$ cat src/rtl/xmem_pkg.sv
// xmem_pkg: state encoding and bus widths shared by the xmem arbiter, MIG wrapper and service processor.
package xmem_pkg;
   localparam int ADR_W = 30;
   localparam int DAT_W = 32;
   localparam int SEL_W = 4;
   typedef enum logic [1:0] {IDLE = 2'd0, GNT0 = 2'd1, GNT1 = 2'd2} xmem_state_t;
endpackage

$ cat src/rtl/xmem_timeout.sv
// xmem_timeout: ack watchdog for the granted slave access with a sticky timeout flag.
module xmem_timeout
   import xmem_pkg::*;
#(
   parameter int unsigned TIMEOUT_CYCLES = 4096
) (
   input  logic clk,
   input  logic reset,
   input  logic stb,
   input  logic ack,
   input  logic clr,
   output logic hit,
   output logic timeout_o
);
   localparam logic [15:0] LIM = 16'(TIMEOUT_CYCLES - 1);
   logic [15:0] cnt;
   // hit lands on the TIMEOUT_CYCLES-th consecutive stalled cycle; an ack in that cycle wins
   assign hit = (TIMEOUT_CYCLES != 0) && stb && !ack && cnt == LIM;
   always_ff @(posedge clk or posedge reset)
      if (reset) begin
         cnt       <= '0;
         timeout_o <= 1'b0;
      end else begin
         cnt       <= (stb && !ack && !hit && !clr) ? cnt + 16'd1 : '0;
         timeout_o <= timeout_o | hit;
      end
endmodule

$ cat src/rtl/xmem_arbiter.sv
// xmem_arbiter: two-master round-robin Wishbone arbiter for the external-memory port,
// locking the bus per cyc and aborting stalled accesses with err.
module xmem_arbiter
   import xmem_pkg::*;
#(
   parameter int unsigned TIMEOUT_CYCLES = 4096
) (
   input  logic               clk,
   input  logic               reset,
   input  logic [2:ADR_W+1]   m0_adr_i,
   input  logic [0:DAT_W-1]   m0_dat_i,
   output logic [0:DAT_W-1]   m0_dat_o,
   input  logic               m0_we_i,
   input  logic               m0_stb_i,
   input  logic               m0_cyc_i,
   input  logic [0:SEL_W-1]   m0_sel_i,
   output logic               m0_ack_o,
   output logic               m0_err_o,
   input  logic [2:ADR_W+1]   m1_adr_i,
   input  logic [0:DAT_W-1]   m1_dat_i,
   output logic [0:DAT_W-1]   m1_dat_o,
   input  logic               m1_we_i,
   input  logic               m1_stb_i,
   input  logic               m1_cyc_i,
   input  logic [0:SEL_W-1]   m1_sel_i,
   output logic               m1_ack_o,
   output logic               m1_err_o,
   output logic [2:ADR_W+1]   s_adr_o,
   output logic [0:DAT_W-1]   s_dat_o,
   input  logic [0:DAT_W-1]   s_dat_i,
   output logic               s_we_o,
   output logic               s_stb_o,
   output logic               s_cyc_o,
   output logic [0:SEL_W-1]   s_sel_o,
   input  logic               s_ack_i,
   output logic [0:1]         grant_o,
   output logic               timeout_o
);
   xmem_state_t state, state_nxt, pick;
   logic last, prev, g0, g1, stb_g, hit;
   assign g0 = state == GNT0;
   assign g1 = state == GNT1;
   // while leaving a grant the exiting master counts as last, so a waiting peer wins
   assign prev = g0 ? 1'b0 : g1 ? 1'b1 : last;
   assign pick = (m0_cyc_i && m1_cyc_i) ? (prev ? GNT0 : GNT1) :
                 m0_cyc_i ? GNT0 : m1_cyc_i ? GNT1 : IDLE;
   assign state_nxt = (g0 && m0_cyc_i) ? GNT0 : (g1 && m1_cyc_i) ? GNT1 : pick;
   always_ff @(posedge clk or posedge reset)
      if (reset) begin
         state <= IDLE;
         last  <= 1'b1;
      end else begin
         state <= state_nxt;
         if (state != IDLE && state_nxt != state) last <= g1;
      end
   assign stb_g    = (g0 && m0_cyc_i && m0_stb_i) || (g1 && m1_cyc_i && m1_stb_i);
   assign s_cyc_o  = (g0 && m0_cyc_i) || (g1 && m1_cyc_i);
   assign s_stb_o  = stb_g && !hit;
   assign s_adr_o  = g0 ? m0_adr_i : g1 ? m1_adr_i : '0;
   assign s_dat_o  = g0 ? m0_dat_i : g1 ? m1_dat_i : '0;
   assign s_sel_o  = g0 ? m0_sel_i : g1 ? m1_sel_i : '0;
   assign s_we_o   = g0 ? m0_we_i : g1 ? m1_we_i : 1'b0;
   assign m0_dat_o = s_dat_i;
   assign m1_dat_o = s_dat_i;
   // gating with s_stb_o drops stale acks that arrive with no strobe outstanding
   assign m0_ack_o = s_ack_i && s_stb_o && g0;
   assign m1_ack_o = s_ack_i && s_stb_o && g1;
   assign m0_err_o = hit && g0;
   assign m1_err_o = hit && g1;
   assign grant_o  = {g0, g1};
   xmem_timeout #(.TIMEOUT_CYCLES(TIMEOUT_CYCLES)) u_timeout (
      .clk(clk),
      .reset(reset),
      .stb(stb_g),
      .ack(s_ack_i),
      .clr(state_nxt != state),
      .hit(hit),
      .timeout_o(timeout_o)
   );
endmodule
$ cat config.mk
export PLATFORM = sky130hd
export DESIGN_NAME = xmem_arbiter
export DESIGN_NICKNAME = d
export VERILOG_FILES = /design/src/rtl/xmem_pkg.sv /design/src/rtl/xmem_timeout.sv /design/src/rtl/xmem_arbiter.sv
export SDC_FILE = /design/constraint.sdc
export NUM_CORES = 1
export LEC_CHECK = 0
export BUFFER_PORTS_ARGS = -buffer_cell sky130_fd_sc_hd__buf_2
export CORE_AREA = 8 8 115 117
export DETAILED_ROUTE_END_ITERATION = 7
export DIE_AREA = 0 0 123 125
export GPL_ROUTABILITY_DRIVEN = 0
export GPL_TIMING_DRIVEN = 0
export PLACE_DENSITY = 0.63
export SYNTH_ARGS = -nofsm -noshare
export SYNTH_HDL_FRONTEND = slang
export SYNTH_HIERARCHICAL = 1
export SYNTH_SLANG_ARGS = --single-unit
$ cat constraint.sdc
create_clock -name clk -period 2.3 [get_ports clk]
set_input_delay 0.23 -clock clk [delete_from_list [all_inputs] [get_ports clk]]
set_output_delay 0.23 -clock clk [all_outputs]
set_load 0.01 [all_outputs]
==> parameters.txt <==
Parameter                              Value

Critical path
  Worst Setup EP    m1_err_o
  Nature of the critical path startpoint    flop
  Arrival @ worst endpoint    1.95 ns
  Destination of the worst register-to-register timing path    u_timeout/cnt[13]
  Worst Setup Path Type    flop to primary output
  Worst-case reg-to-reg path depth    7
  Crit path buf inv count    1
  Startpoint of the most critical register-to-register path    state[1]
  WP data required    2.07 ns
  R2r setup slk    0.40 ns
  Max Fanout on Critical Path    6
  Critical Path Source    u_timeout/cnt[13]
  Worst stage delay on the critical path    between 0.5 and 0.6 ns
  Number of logic stages on the critical path including buffering    5
  Critical-path cell list    or4_1, nor4_2, and3b_2, and2_1, buf_2
  Delay-heaviest family, CP    simple AND/OR/NAND/NOR gates
  Sort of element at the end of the critical path    primary output
  Crit-path slowest cell    sky130_fd_sc_hd__or4_1

Finish
  Total Nets Final    719
  Number of inserted filler cells in the final layout    1206
  Fraction of final layout cells sized beyond drive strength 1    70.0%
  Layout-stage area growth over the synthesis result    72.3%
  Post-route non-filler standard cell count    691
  Antenna diodes    0
  Utilization after layout    between 30% and 40%

Logic synthesis
  Most used flip-flop cell after synthesis    sky130_fd_sc_hd__dfrtp_1
  Post-synthesis cell area    roughly 2400 sq um
  Top post-synthesis cells by area    sky130_fd_sc_hd__a22o_1 25%, sky130_fd_sc_hd__buf_4 22%, sky130_fd_sc_hd__dfrtp_1 20%, sky130_fd_sc_hd__buf_6 6.7%, sky130_fd_sc_hd__xnor2_1 4.5%
  Area share of the largest cell type after synthesis    between 20% and 30%
  Share of flip-flops with an asynchronous set or reset    100%
  Synthesis Warnings    6
  Synthesized instance count    about 260
  Post-synthesis adder-cell area fraction    less than 1%
  Largest family of logic cells by synthesized area    buffers and inverters
  Average cell area after synthesis    9.12 sq um
  Library cell occupying the most area in the post-synthesis netlist    sky130_fd_sc_hd__a22o_1
  Post-synthesis sequential area ratio    21.3%
  Count of flip-flops with a built-in enable after synthesis    0
  Area fraction in compound gates after synthesis    between 20% and 30%
  List of most frequent post-synthesis cells    69 x sky130_fd_sc_hd__buf_4, 68 x sky130_fd_sc_hd__a22o_1, 20 x sky130_fd_sc_hd__nor2_1, 19 x sky130_fd_sc_hd__dfrtp_1, 14 x sky130_fd_sc_hd__buf_6
  Proportion of synthesized area in mux cells    0%
  Most common cell in the synthesized netlist    sky130_fd_sc_hd__buf_4
  Simple-gate share of the synthesized area    15.3%
  Yosys reg bits    20
  Parity-gate share of the synthesized area counting xor and xnor cells    5.19%
  Synthesized Nets    433
  Count of distinct cell types in the synthesized netlist    33

Clock network
  Clock tree from TritonCTS    done
  CTS HTree Levels    1
  Root Driver    sky130_fd_sc_hd__clkbuf_16
  TritonCTS buffer count    3
  Clock slew at the register clock pins of the worst setup and hold paths    ~0.060 ns
  Source-to-sink clock delay at the later pin of the worst-skew pair    approximately 0.26 ns
  Worst-case clock buffer depth    2
  Setup Buffers After CTS    0
  Clk sinks    20

Floorplanning
  Site row count    40
  X dimension of the die    123 microns
  Core ar.    11600 sq um
  Floorplan die area    15400 sq um
  Initial Utilization    20.3%
  Die height    ~130 microns
  Io pins    313

Placement
  Worst setup slack before clock tree synthesis    0.321 ns
  DP HPWL    roughly 12000 microns
  Dpl cells    686
  Number of port buffers    280

Run status
  Result of the run    complete, no violations

Global routing
  Global Route Usage Sum    15.9%
  Global-route wire length before repair    between 15000 and 20000 microns
  Remaining global-route overflow    0
  Maximum number of pins on one net before global-route repair    18
  Vias in the first global route    3216
  Number of antenna violations at the first check in global routing    0

Timing
  Slew of the pin with the lowest slew margin    around 0.67 ns
  Setup clock skew after layout    0.00803 ns
  Setup violations, final    0
  Relative max-transition margin    55.6%
  Hold slack    0.237 ns
  Post-route setup TNS    0 ns
  Unrepaired setup endpoints after global routing    false
  Final Critical Period    2.18 ns
  Least setup slack across all paths after layout    0.122 ns
  Crit share post-route    94.7%
  Final hold vios    0
  Maximum achievable frequency    459 MHz
  Final number of max-transition violations    0

Detailed routing
  Vias post-DR    3024
  First-iteration detailed-routing DRC count    about 140
  Final routed DRC violation total    0
  Avg Vias per Cell    4.38
  Total Wirelength    13300 microns
  Highest Signal Layer    met4
  Routed length on met3    1870 microns
  Antenna Violating Nets Remaining    0
  Met2 layer wire length in the routed design    slightly above 6000 microns
  Count of TritonRoute iterations in the first routing pass    4
  M1 WL    4890 microns
  Final routed wire length divided by cell count    19.2 microns

Run
  Max-cap violations    0

Power
  Largest voltage drop on the vdd net    about 200 uV
  PwrDens    about 440 nW/um^2
  LEAKAGE    approximately 2.3 nW

Min path
  Hold Crit Class    input pin to flop
-- power by group --
| part | internal (mW) | switching [mW] |
|---|---|---|
| Combinational | 0.485 | 0.479 |
| Clock | 0.345 | 0.126 |
| Sequential | 0.364 | 0.0101 |
| Total | 1.19 | 0.615 |
-- registers in the layout, indices dropped and copies added (netlist names) --
| name | flops |
|---|---|
| u_timeout/cnt | 16 |
| last | 1 |
| u_timeout/timeout_o | 1 |
| state | 2 |
-- worst reg2reg max path, cell delays in order, from the launching register on --
cell and delay, ns:
sky130_fd_sc_hd__dfrtp_1 0.46, sky130_fd_sc_hd__nand2b_4 0.18, sky130_fd_sc_hd__o22a_4 0.28, sky130_fd_sc_hd__inv_1 0.07, sky130_fd_sc_hd__or4b_1 0.46, sky130_fd_sc_hd__buf_6 0.16, sky130_fd_sc_hd__buf_6 0.13, sky130_fd_sc_hd__nor2_1 0.10
-- metrics by stage --
stage | total power [mW] | instance area [sq um]
2_1_floorplan | 0.899 | 2360
3_5_place_dp | 1.35 | 3950
4_1_cts | 1.83 | 4060
5_1_grt | 1.90 | 4070
6_report | 1.81 | 4070
3_3_place_gp | 1.34 | 3950
-- per-layer routing --
layer / up-vias / global-route usage [%]
li1: 1444 / -
met1: 1398 / 17.4
met2: 165 / 26.8
met3: 17 / 7.61
met4: 0 / 3.83
met5: - / 0
-- logic make-up after synthesis --
kind of cell | after synthesis
buffers and inverters | 92
XOR/XNOR | 14
adder cells (fa/ha/maj) | 1
AND/OR/NAND/NOR | 57
flip-flops | 20
AO/OA/AOI/OAI | 75
-- repair_timing --
action / CTS / global route
gates resized for setup: 0 / 2
endpoints found under the hold margin: 2 / 0
hold buffers: 1 / 0
endpoints found under the setup margin: 0 / 5
-- cell usage in the layout (no fill, tap or decap), types with 2 or more instances in the layout --
master                      count
sky130_fd_sc_hd__buf_2        280
sky130_fd_sc_hd__buf_4         69
sky130_fd_sc_hd__a22o_1        68
sky130_fd_sc_hd__nor2_1        20
sky130_fd_sc_hd__dfrtp_1       19
sky130_fd_sc_hd__buf_6         14
sky130_fd_sc_hd__xnor2_1       12
sky130_fd_sc_hd__inv_1          8
sky130_fd_sc_hd__nand2_1        7
sky130_fd_sc_hd__nor3_1         5
sky130_fd_sc_hd__nand3_1        5
sky130_fd_sc_hd__a21oi_1        3
sky130_fd_sc_hd__clkbuf_16      3
sky130_fd_sc_hd__nor4_1         3
sky130_fd_sc_hd__nand2b_4       2
sky130_fd_sc_hd__nand3_2        2
sky130_fd_sc_hd__and2_1         2
sky130_fd_sc_hd__nand4_1        2
sky130_fd_sc_hd__xor2_1         2
-- worst min path at each step --
stage                     slack [ns]        to     start  cells past startpoint
after floorplan                -0.02  state[0]     reset                      1
after global placement          0.12  state[0]     reset                      2
after detailed placement        0.12  state[0]     reset                      2
after CTS                       0.23      last  m1_cyc_i                      2
after global routing            0.26      last  m1_cyc_i                      2
final                           0.24      last  m1_cyc_i                      2
-- layout make-up --
type                            instances  area, sq um  share of cell area, %
Clock inverter                          1         30.0                  0.738
Clock buffer                            3         75.1                   1.85
Tap cell                              147          184                   4.52
Inverter                                9         36.3                  0.892
Sequential cell                        20          502                   12.3
Timing Repair Buffer                  281         1410                   34.7
Multi-Input combinational cell        147         1150                   28.4
Buffer                                 83          676                   16.6
Note: power is estimated with default switching activity, not from simulation.
